`src/rtl/gpu_ram_arbiter.sv`:
```
// Fixed-priority core/host arbiter in front of a single-port BlockRam.
// Optional host anti-starvation guard: define GPU_RAM_ARBITER_STARVE_GUARD_EN.
module gpu_ram_arbiter #(
  parameter int ADDRESS_WIDTH = 16,
  parameter int WORD_WIDTH    = 32,
  parameter int STARVE_LIMIT  = 8
) (
  input  logic                     clock_i,
  input  logic                     reset_i,
  input  logic                     core_req_i,
  input  logic                     core_write_i,
  input  logic [ADDRESS_WIDTH-1:0] core_address_i,
  input  logic [WORD_WIDTH-1:0]    core_in_data_i,
  output logic                     core_grant_o,
  output logic                     core_valid_o,
  output logic [WORD_WIDTH-1:0]    core_out_data_o,
  input  logic                     host_req_i,
  input  logic                     host_write_i,
  input  logic [ADDRESS_WIDTH-1:0] host_address_i,
  input  logic [WORD_WIDTH-1:0]    host_in_data_i,
  output logic                     host_grant_o,
  output logic                     host_valid_o,
  output logic [WORD_WIDTH-1:0]    host_out_data_o,
  output logic [ADDRESS_WIDTH-1:0] ram_address_o,
  output logic                     ram_write_o,
  output logic [WORD_WIDTH-1:0]    ram_in_data_o,
  input  logic [WORD_WIDTH-1:0]    ram_out_data_i
);

  typedef enum logic [1:0] {SEL_NONE, SEL_CORE, SEL_HOST} sel_e;

  sel_e                  sel;
  logic                  forceHost;
  logic                  pendRead_q, pendRead_d;
  logic                  pendHost_q, pendHost_d;
  logic [WORD_WIDTH-1:0] coreData_q;
  logic [WORD_WIDTH-1:0] hostData_q;

  if (STARVE_LIMIT < 1 || STARVE_LIMIT > 255) begin : gLimitCheck
    $error("gpu_ram_arbiter: STARVE_LIMIT must be in 1..255");
  end

`ifdef GPU_RAM_ARBITER_STARVE_GUARD_EN
  logic [7:0] starveCnt_q, starveCnt_d;

  assign forceHost = host_req_i && (starveCnt_q >= 8'(STARVE_LIMIT));

  // Counts host wait cycles; a forced host slot clears it so core priority returns.
  always_comb begin
    starveCnt_d = starveCnt_q;
    if (!host_req_i || sel == SEL_HOST) begin
      starveCnt_d = 8'd0;
    end else if (starveCnt_q != 8'hFF) begin
      starveCnt_d = starveCnt_q + 8'd1;
    end
  end

  always_ff @(posedge clock_i) begin
    if (reset_i) begin
      starveCnt_q <= 8'd0;
    end else begin
      starveCnt_q <= starveCnt_d;
    end
  end
`else
  assign forceHost = 1'b0;
`endif

  always_comb begin
    sel = SEL_NONE;
    if (reset_i) begin
      sel = SEL_NONE;
    end else if (forceHost) begin
      sel = SEL_HOST;
    end else if (core_req_i) begin
      sel = SEL_CORE;
    end else if (host_req_i) begin
      sel = SEL_HOST;
    end
  end

  assign core_grant_o = (sel == SEL_CORE);
  assign host_grant_o = (sel == SEL_HOST);

  always_comb begin
    ram_address_o = '0;
    ram_write_o   = 1'b0;
    ram_in_data_o = '0;
    pendRead_d    = 1'b0;
    pendHost_d    = 1'b0;
    case (sel)
      SEL_CORE: begin
        ram_address_o = core_address_i;
        ram_write_o   = core_write_i;
        ram_in_data_o = core_in_data_i;
        pendRead_d    = !core_write_i;
      end
      SEL_HOST: begin
        ram_address_o = host_address_i;
        ram_write_o   = host_write_i;
        ram_in_data_o = host_in_data_i;
        pendRead_d    = !host_write_i;
        pendHost_d    = 1'b1;
      end
      default: ;
    endcase
  end

  always_ff @(posedge clock_i) begin
    if (reset_i) begin
      pendRead_q <= 1'b0;
      pendHost_q <= 1'b0;
    end else begin
      pendRead_q <= pendRead_d;
      pendHost_q <= pendHost_d;
    end
  end

  // RAM data is live in the cycle after the grant; a reset in that cycle drops the pulse.
  assign core_valid_o = pendRead_q && !pendHost_q && !reset_i;
  assign host_valid_o = pendRead_q &&  pendHost_q && !reset_i;

  always_ff @(posedge clock_i) begin
    if (reset_i) begin
      coreData_q <= '0;
      hostData_q <= '0;
    end else begin
      if (core_valid_o) coreData_q <= ram_out_data_i;
      if (host_valid_o) hostData_q <= ram_out_data_i;
    end
  end

  assign core_out_data_o = core_valid_o ? ram_out_data_i : coreData_q;
  assign host_out_data_o = host_valid_o ? ram_out_data_i : hostData_q;

endmodule
```
`config.mk`:
```
export PLATFORM = sky130hd
export DESIGN_NAME = gpu_ram_arbiter
export DESIGN_NICKNAME = d
export VERILOG_FILES = /design/src/rtl/gpu_ram_arbiter.sv
export SDC_FILE = /design/constraint.sdc
export NUM_CORES = 1
export LEC_CHECK = 0
export CORE_MARGIN = 4
export CORE_UTILIZATION = 40
export CTS_BUF_LIST = sky130_fd_sc_hd__clkbuf_4
export CTS_CLUSTER_SIZE = 30
export DETAILED_ROUTE_END_ITERATION = 16
export HOLD_SLACK_MARGIN = 0.15
export PLACE_DENSITY_LB_ADDON = 0.1
export SKIP_CTS_REPAIR_TIMING = 1
export SLEW_MARGIN = 20
export SYNTH_ARGS = -nofsm -noshare
export SYNTH_HDL_FRONTEND = slang
export SYNTH_SLANG_ARGS = --single-unit
```
`constraint.sdc`:
```
create_clock -name clock_i -period 6.83 [get_ports clock_i]
set_clock_uncertainty 0.15 [all_clocks]
set_input_delay 2.049 -clock clock_i [delete_from_list [all_inputs] [get_ports clock_i]]
set_output_delay 2.049 -clock clock_i [all_outputs]
set_load 0.1 [all_outputs]
```
==> results of run 1 <==
[how the worst max path moves through the flow]
stage | endpoint | slack [ps] | from | depth (start not counted)
after global routing | ram_in_data_o[22] | 660 | core_req_i | 6
after detailed placement | ram_address_o[11] | 790 | host_req_i | 6
after floorplan | host_grant_o | 590 | core_req_i | 5
final | ram_in_data_o[28] | 770 | host_req_i | 6
after CTS | ram_address_o[11] | 780 | host_req_i | 6
after global placement | ram_in_data_o[22] | 890 | host_req_i | 6
[through the flow]
step / area [um2] / setup WS [ps] / total power [uW] / util / hold WS [ps]
finish: 7540 / 772 / 1260 / 0.848 / 309
global route: 7540 / 663 / 1300 / 0.848 / 329
CTS: 7540 / 779 / 1260 / 0.848 / 312
detailed placement: 7380 / 786 / 971 / 0.830 / 297
global placement: 7370 / 886 / 964 / 0.829 / 289
floorplan: 3730 / 586 / 719 / - / 282
[routing by layer]
metal  vias to the layer above  track usage  routed length, um
met3                        27       0.0869               1180
met5                         -            0                  0
met1                      2125        0.314               5860
met2                       196        0.537               8820
met4                         0       0.0978                434
li1                       2083            -                  -
[layout by cell type, fill, tap and decap left out]
cell and count:
buf_4 8, nand2_2 1, inv_6 1, clkdlybuf4s50_1 132
mux2_1 3, mux2_2 61, nand2_1 128, clkbuf_4 9
clkinv_2 1, buf_12 117, a22oi_1 49, clkinvlp_4 2
nand3b_4 1, nor2b_2 1, and2_1 1, or2b_2 1
clkinv_1 1, bufinv_16 2, dfxtp_1 66, a21oi_1 65
nor2b_4 1, inv_1 1, nand2b_1 2, nor2_1 49
nor2b_1 3, nor3b_4 1
[report_power, final]
group / leakage, uW / switching (uW) / total (uW) / internal, uW
clock network: 0.0000800 / 149 / 297 / 148
logic: 0.00233 / 341 / 561 / 220
registers: 0.000535 / 6.34 / 402 / 395
total: 0.00294 / 496 / 1260 / 763
[sequential cells by signal, summed over array words and instances, names as in the netlist]
name / count
coreData_q: 32
hostData_q: 32
pendHost_q: 1
pendRead_q: 1
[cell type report]
type                            instances  area, um2
Timing Repair Buffer                  257       3720
Tap cell                              108        135
Clock buffer                            9       67.6
Sequential cell                        66       1320
Inverter                                1       3.75
Fill cell                             510       1360
Multi-Input combinational cell        367       2190
Clock inverter                          7       92.6
[cell families (layout without fill, tap and decap cells)]
logic type | after synthesis | after routing | share of synthesized area
compound gates | 114 | 114 | 0.186
buf+inv | 46 | 274 | 0.0611
flops | 66 | 66 | 0.354
mux | 64 | 64 | 0.193
simple gates | 189 | 189 | 0.205
[worst register-to-register path, cell delays in order (launching register included)]
cell	delay (ps)
dfxtp_1	520
and2_1	410
buf_4	370
nand2_1	120
a21oi_1	180
==> impl_results.md, run 1 <==
* DR vias at 4431
* # IOs at 251
* Port Buffers at between 200 and 300
* P&R area growth vs syn at 102%
* RSZ-0062 raised after global routing: no
* Global placement routability congestion at 0.872
* Crit path max fanout at 23
* Top cells by count, synth: 129 x nand2_1, 66 x dfxtp_1, 65 x a21oi_1
* Initial antenna violation count at 0
* Outcome: finished, final reports clean
* Dominant cell by count in the synthesized netlist: nand2_1
* Fmax at 165 MHz
* Netlist cell types at 19
* Number of buffers created by CTS at 9
* Drt wl/cell at 20.0 um
* Residual DRC at 0
* EDFF count, synth at 0
* Critical Path Start Type: input port
* Post-Syn Area per Cell at slightly below 8 um2
* Pins over their slew limit at 0
* Grt total ovfl at 0
* # clock sinks at 66
* Sequential area share after synthesis at 0.354
* Core ar. at 0.00889 mm2
* CTS tree: yes
* Sum Neg Setup Slack at 0 ps
* Area contributors post-synth: dfxtp_1 35%, mux2_2 18%, nand2_1 13%, a22oi_1 9.9%, a21oi_1 8.7%
* DP HPWL at 12.5 mm
* Initial DRC count at ~260
* R2R setup slack at 5000 ps
* Starting Density at 0.419
* CTS H-tree depth at 3
* Max Cap Viol at 0
* Via density at 5.44
* Cell row count at 34
* Synth Warn # at 0
* Layout Cells excl Fill at about 820
* Final Setup Violations at 0
* Routed Antenna Nets at 0
* Vias in the first global route at 4585
* Synth async-reset ratio at 0
* Critical path's most frequent cell: buf_12
* Leak at around 0.0029 uW
* Die Height at between 100 and 150 um
* Final WL at 16.3 mm
* Hold WC Path Type: reg2reg
* Critical path's slowest cell: clkdlybuf4s50_1
* Die Wd at 105 um
* Main synth FF type: dfxtp_1
* Reg2reg start: pendHost_q$_SDFF_PP0_
* CP top delay family: buffers and inverters
* Synthesized area at around 0.0037 mm2
* FF+latch count, synth at 66
* CP endpoint kind: output port
* First-pass GRT wire length at between 20 and 30 mm
* CP bufs+invs at 3
* Clk_lat worst skew at between 300 and 400 ps
* Least-Margin Pin Slew at 832 ps
* Max Root-Sink Buffers at 2
* Fin. Hold Viols at 0
* Fraction of layout cells with a size suffix above 1 at 0.293
* Clock-pin slew of the registers on the worst-case setup and hold paths at 110 ps
* Max-slew headroom at 0.445
* Gr usage total at 0.290
* Hold Path Origin: hostData_q[9]$_SDFF_PP0_
* Die area at approximately 0.011 mm2
* Antenna Cells at 0
* Dpl cells at 799
* # nets final at 836
* Drt first pass iters at 5
* Reg2reg end: hostData_q[2]$_SDFF_PP0_
* Largest net degree at the start of global routing at 82
* Final period utilization at 0.887
* Top cell type's share of synthesized area at 0.354
* Hold Path Depth at 2
* Required @ worst endpoint at around 4600 ps
* Net Count, Synth at just over 600
* Critical path class: in2out
* Pwr/cell area at approximately 170 mW/mm2
* Minimum clock period at 6060 ps
* Arrival time at the worst endpoint at 3860 ps
* Syn Inst Count at 479
* CTS root buffer: clkbuf_4
* Crit-path cells: clkdlybuf4s50_1 > nor2b_4 > buf_12 > a22oi_1 > nor2_1 > buf_12
* Crit-path max cell delay at ~500 ps
* VDD IR max at 0.000111 V
* Largest area contributor in the netlist: dfxtp_1
* Worst hold endpoint: hostData_q[9]$_SDFF_PP0_
* R2R depth at 4
Note: power is estimated with default switching activity, not from simulation.
==> run 2: changes to the inputs <==
- ABC_AREA: default -> 1
==> run 2 against run 1 <==
- critical endpoint is now ram_in_data_o[22]
- routed wire length down 17%
- sequential share of layout area up 1.6 points
- power down 3.4%
- highest routed layer unchanged
- cell count up 26%
- largest power group unchanged
- register-to-register slack worse by 1300 ps
- largest cell class unchanged
==> impl_results.md, run 2 <==
* Main synth FF type: dfxtp_1
* Top cell type's share of synthesized area at 0.359
* Final Setup Violations at 0
* Met2 Use GR at 0.453
* Syn Inst Count at 678
* CTS tree: yes
* Die Height at 104 um
* Pins over their slew limit at 0
* Starting Density at 0.416
* Reg2reg start: pendHost_q$_SDFF_PP0_
* CTS root buffer: clkbuf_4
* First-pass GRT wire length at approximately 22 mm
* Antenna Cells at 0
* Drt first pass iters at 4
* Least-Margin Pin Slew at 1060 ps
* Gr usage total at 0.246
* P&R area growth vs syn at 87.4%
* Drt wl/cell at 13.2 um
* Residual DRC at 0
* Fraction of layout cells with a size suffix above 1 at 0.160
* Launch point of the worst path: host_req_i
* Required @ worst endpoint at 4630 ps
* Initial antenna violation count at 0
* Vias in the first global route at 4434
* Max Root-Sink Buffers at 2
* # nets final at between 1000 and 1500
* Clk_lat worst skew at 400 ps
* Final WL at about 14 mm
* Die area at approximately 0.011 mm2
* Top Usage Layer GRT: met2
* Top cells by count, synth: 310 x nand2_1, 164 x inv_1, 66 x dfxtp_1, 66 x nor2_1, 34 x nand3_1
* Core ar. at between 0.008 and 0.009 mm2
* CP endpoint kind: output port
* Met1 Use GR at 0.262
* Synth Warn # at 0
* VDD IR max at 0.000106 V
* DR vias at 4576
* Via density at 4.46
* GR Util met3 at 0.0782
* Max-slew headroom at 0.289
* Minimum clock period at 6080 ps
* Largest net degree at the start of global routing at between 60 and 70
* Crit path max fanout at 50
* Cell row count at 34
* Critical Path Start Type: input port
* Sum Neg Setup Slack at 0 ps
* Grt total ovfl at 0
* Netlist cell types at 11
* Setup slack at placement at approximately 770 ps
* Net Count, Synth at 812
* Commonest non-fill, non-tap cell in the layout: nand2_1
* Initial DRC count at around 210
* Critical path class: in2out
* # clock sinks at 66
* Most frequent cells in the layout: 310 x nand2_1, 163 x inv_1, 132 x clkdlybuf4s50_1
* Hold Path Origin: coreData_q[9]$_SDFF_PP0_
* Sequential area share after synthesis at 0.359
* Routed Antenna Nets at 0
* Global placement routability congestion at 0.961
* Final Instance Area at approximately 0.007 mm2
* # IOs at 251
* Registers with the most flip-flops: coreData_q: 32 flops, hostData_q: 32 flops
* Fmax at between 150 and 200 MHz
* Final period utilization at 0.891
* Synthesized area at 0.00368 mm2
* Arrival time at the worst endpoint at 3880 ps
* Max Cap Viol at 0
* Leak at ~0.0040 uW
* CTS H-tree depth at 3
* Dominant cell by count in the synthesized netlist: nand2_1
* Number of buffers created by CTS at 9
* RSZ-0062 raised after global routing: no
* DP HPWL at 10.7 mm
* EDFF count, synth at 0
* FF+latch count, synth at 66
* Area contributors post-synth: dfxtp_1 36%, nand2_1 32%, inv_1 17%, nor2_1 6.7%, nand3_1 4.6%
* Die Wd at 104 um
* Outcome: finished, final reports clean
* Clock-pin slew of the registers on the worst-case setup and hold paths at 120 ps
* Setup WS post-layout at 747 ps
* Largest area contributor in the netlist: dfxtp_1
* Pwr/cell area at between 150 and 200 mW/mm2
* Synth async-reset ratio at 0
* Port Buffers at 250
* Fin. Hold Viols at 0
* Post-Syn Area per Cell at 5.43 um2
* Area after DPL at 0.00677 mm2
* Hold WC Path Type: reg2reg
==> run 2: report_power, final <==
group          internal (uW)  leakage (uW)  switching, uW
combinational            184       0.00335            376
clock                    111     0.0000757            146
sequential               396      0.000535           3.20
total                    692       0.00396            525
==> run 2: critical path, stage by stage <==
cell	delay [ps]
clkdlybuf4s50_1	460
inv_1	40
nor2_1	80
nand2_1	100
inv_2	580
nand2_1	140
nand2_1	120
buf_4	300
==> run 2: path summary, 6_finish.rpt <==
check,to,slack (ps),depth (start not counted)
max,ram_in_data_o[22],750,8
min,coreData_q[9]$_SDFF_PP0_,390,4
max reg2reg,coreData_q[18]$_SDFF_PP0_,3750,6
min reg2reg,coreData_q[9]$_SDFF_PP0_,390,4
==> run 2: layout make-up <==
cell class              count  area (um2)
clock buffers               9        67.6
fillers                   654        1940
well taps                 108         135
repair buffers            257        3080
clock inverters             7        70.1
inverters                 168         631
flip-flops and latches     66        1320
multi-input cells         412        1600
==> run 2: metrics by stage <==
step           utilization  total power, uW  cells  hold slack (ps)
3_5_place_dp         0.765              968   1011              372
2_1_floorplan            -              753    678              354
3_3_place_gp         0.765              964   1011              364
6_report             0.780             1220   1027              387
5_1_grt              0.780             1260   1027              416
4_1_cts              0.780             1220   1027              390
==> run 2: metal layers <==
layer / vias up / wire length [um]
met5: - / 0
met4: 0 / 289
met3: 24 / 1170
met2: 185 / 7010
met1: 2004 / 5110
li1: 2363 / -
==> run 2: cells by family after synthesis <==
group | after synthesis | synth area share
AO/OA/AOI/OAI | 1 | 0.00170
AND/OR/NAND/NOR | 411 | 0.431
flip-flops | 66 | 0.359
buffers and inverters | 200 | 0.209
==> run 3: changes to the inputs <==
- SLEW_MARGIN: 20 -> 25
==> run 3 against run 2 <==
- design area unchanged
- sequential share of layout area stayed put
- via count stayed put
- non-clock buffer count unchanged
- core utilization stayed put
- critical path depth did not move
==> impl_results.md, run 3 (synthesized netlist as in run 2, its figures left out) <==
* Outcome: finished, final reports clean
* Max Cap Viol at 0
* CTS H-tree depth at 3
* CTS tree: yes
* Fraction of layout cells with a size suffix above 1 at 0.161
* Dpl cells at just over 1000
* Die area at 0.0108 mm2
* Die Height at 104 um
* Drt first pass iters at 4
* Sum Neg Setup Slack at 0 ps
* Registers with the most flip-flops: coreData_q: 32 flops, hostData_q: 32 flops
* WHS at 387 ps
* # IOs at 251
* RSZ-0062 raised after global routing: no
* Core ar. at between 0.008 and 0.009 mm2
* Fmax at 164 MHz
* Vias in the first global route at 4434
* Initial DRC count at 207
* Largest net degree at the start of global routing at 67
* Layout Cells excl Fill at 1027
* DR vias at 4576
* Clk_lat worst skew at 400 ps
* Initial antenna violation count at 0
* Starting Density at 0.416
* Reg2reg end: coreData_q[18]$_SDFF_PP0_
* Port Buffers at 250
* Clock-pin slew of the registers on the worst-case setup and hold paths at 120 ps
* Final Setup Violations at 0
* Cell row count at 34
* Gr usage total at 0.246
* CTS root buffer: clkbuf_4
* Arrival time at the worst endpoint at 3880 ps
* Setup slack at placement at ~770 ps
* Drt wl/cell at 13.2 um
* Required @ worst endpoint at 4630 ps
* Via density at 4.46
* Pins over their slew limit at 0
* Worst setup path endpoint: ram_in_data_o[22]
* Final period utilization at 0.891
* DP HPWL at 10.7 mm
* Global placement routability congestion at a little under 1
* # nets final at 1048
* Die Wd at between 100 and 150 um
* Least-Margin Pin Slew at 780 ps
* R2R setup slack at 4410 ps
* Launch point of the worst path: host_req_i
* Max Root-Sink Buffers at 2
* Pwr/cell area at 176 mW/mm2
* # clock sinks at 66
* Number of buffers created by CTS at 9
* Minimum clock period at 6080 ps
* Hold WC Path Type: reg2reg
* Critical Path Start Type: input port
* VDD IR max at 0.000106 V
* Fin. Hold Viols at 0
* Most frequent cells in the layout: 310 x nand2_1, 163 x inv_1, 132 x clkdlybuf4s50_1
* CP endpoint kind: output port
* Commonest non-fill, non-tap cell in the layout: nand2_1
* P&R area growth vs syn at 87.4%
* Max-slew headroom at 0.479
* Crit path max fanout at 50
* Leak at 0.00396 uW
* Grt total ovfl at 0
* Filler instances at about 650
* Final WL at 13.6 mm
* Setup WS post-layout at 747 ps
* Antenna Cells at 0
* First-pass GRT wire length at about 22 mm
* Residual DRC at 0
* Routed Antenna Nets at 0
* Reg2reg start: pendHost_q$_SDFF_PP0_
* Critical path class: in2out
* R2R depth at 6
-- run 3: cell types whose count changed in the layout (fill, tap and decap cells not counted), sizes merged --
cell / before / now
clkinv: 6 / 5
inv: 167 / 168
-- run 3: area by class of cell --
| class | count | area [um2] | area share |
|---|---|---|---|
| tap | 108 | 135 | 0.0196 |
| clock inverter | 7 | 70.1 | 0.0101 |
| sequential | 66 | 1320 | 0.191 |
| clock buffer | 9 | 67.6 | 0.00979 |
| timing repair buffer | 257 | 3080 | 0.447 |
| multi-input combinational | 412 | 1600 | 0.231 |
| inverter | 168 | 631 | 0.0913 |
-- run 3: how the worst min path moves through the flow --
stage | start | endpoint | cells after the start | slack, ps
2_1_floorplan | hostData_q[0]$_SDFF_PP0_ | hostData_q[0]$_SDFF_PP0_ | 4 | 350
3_3_place_gp | coreData_q[24]$_SDFF_PP0_ | coreData_q[24]$_SDFF_PP0_ | 4 | 360
3_5_place_dp | coreData_q[26]$_SDFF_PP0_ | coreData_q[26]$_SDFF_PP0_ | 4 | 370
4_1_cts | hostData_q[30]$_SDFF_PP0_ | hostData_q[30]$_SDFF_PP0_ | 4 | 390
5_1_grt | hostData_q[26]$_SDFF_PP0_ | hostData_q[26]$_SDFF_PP0_ | 4 | 420
6_report | coreData_q[9]$_SDFF_PP0_ | coreData_q[9]$_SDFF_PP0_ | 4 | 390
-- run 3: stage by stage --
stage	power, uW	cell area (um2)	util
detailed placement	968	6770	0.765
global placement	964	6770	0.765
global route	1260	6900	0.780
CTS	1220	6900	0.780
finish	1220	6900	0.780
floorplan	753	3680	-
-- run 3: power breakdown --
group / internal (uW) / switching (uW) / total (uW)
Combinational: 184 / 376 / 560
Clock: 111 / 146 / 256
Sequential: 396 / 3.22 / 400
-- run 3: routing by layer --
metal  up-vias  wire (um)  part of all wire  global-route usage
met4         0        289             0.021              0.0912
met3        24       1170             0.086              0.0782
li1       2363          -                 -                   -
met5         -          0                 0                   0
met1      2004       5110              0.38               0.262
met2       185       7010              0.52               0.453
-- run 3: worst max-delay path: stages --
cell	delay [ps]
clkdlybuf4s50_1	460
inv_1	40
nor2_1	80
nand2_1	100
inv_2	580
nand2_1	140
nand2_1	120
buf_4	300
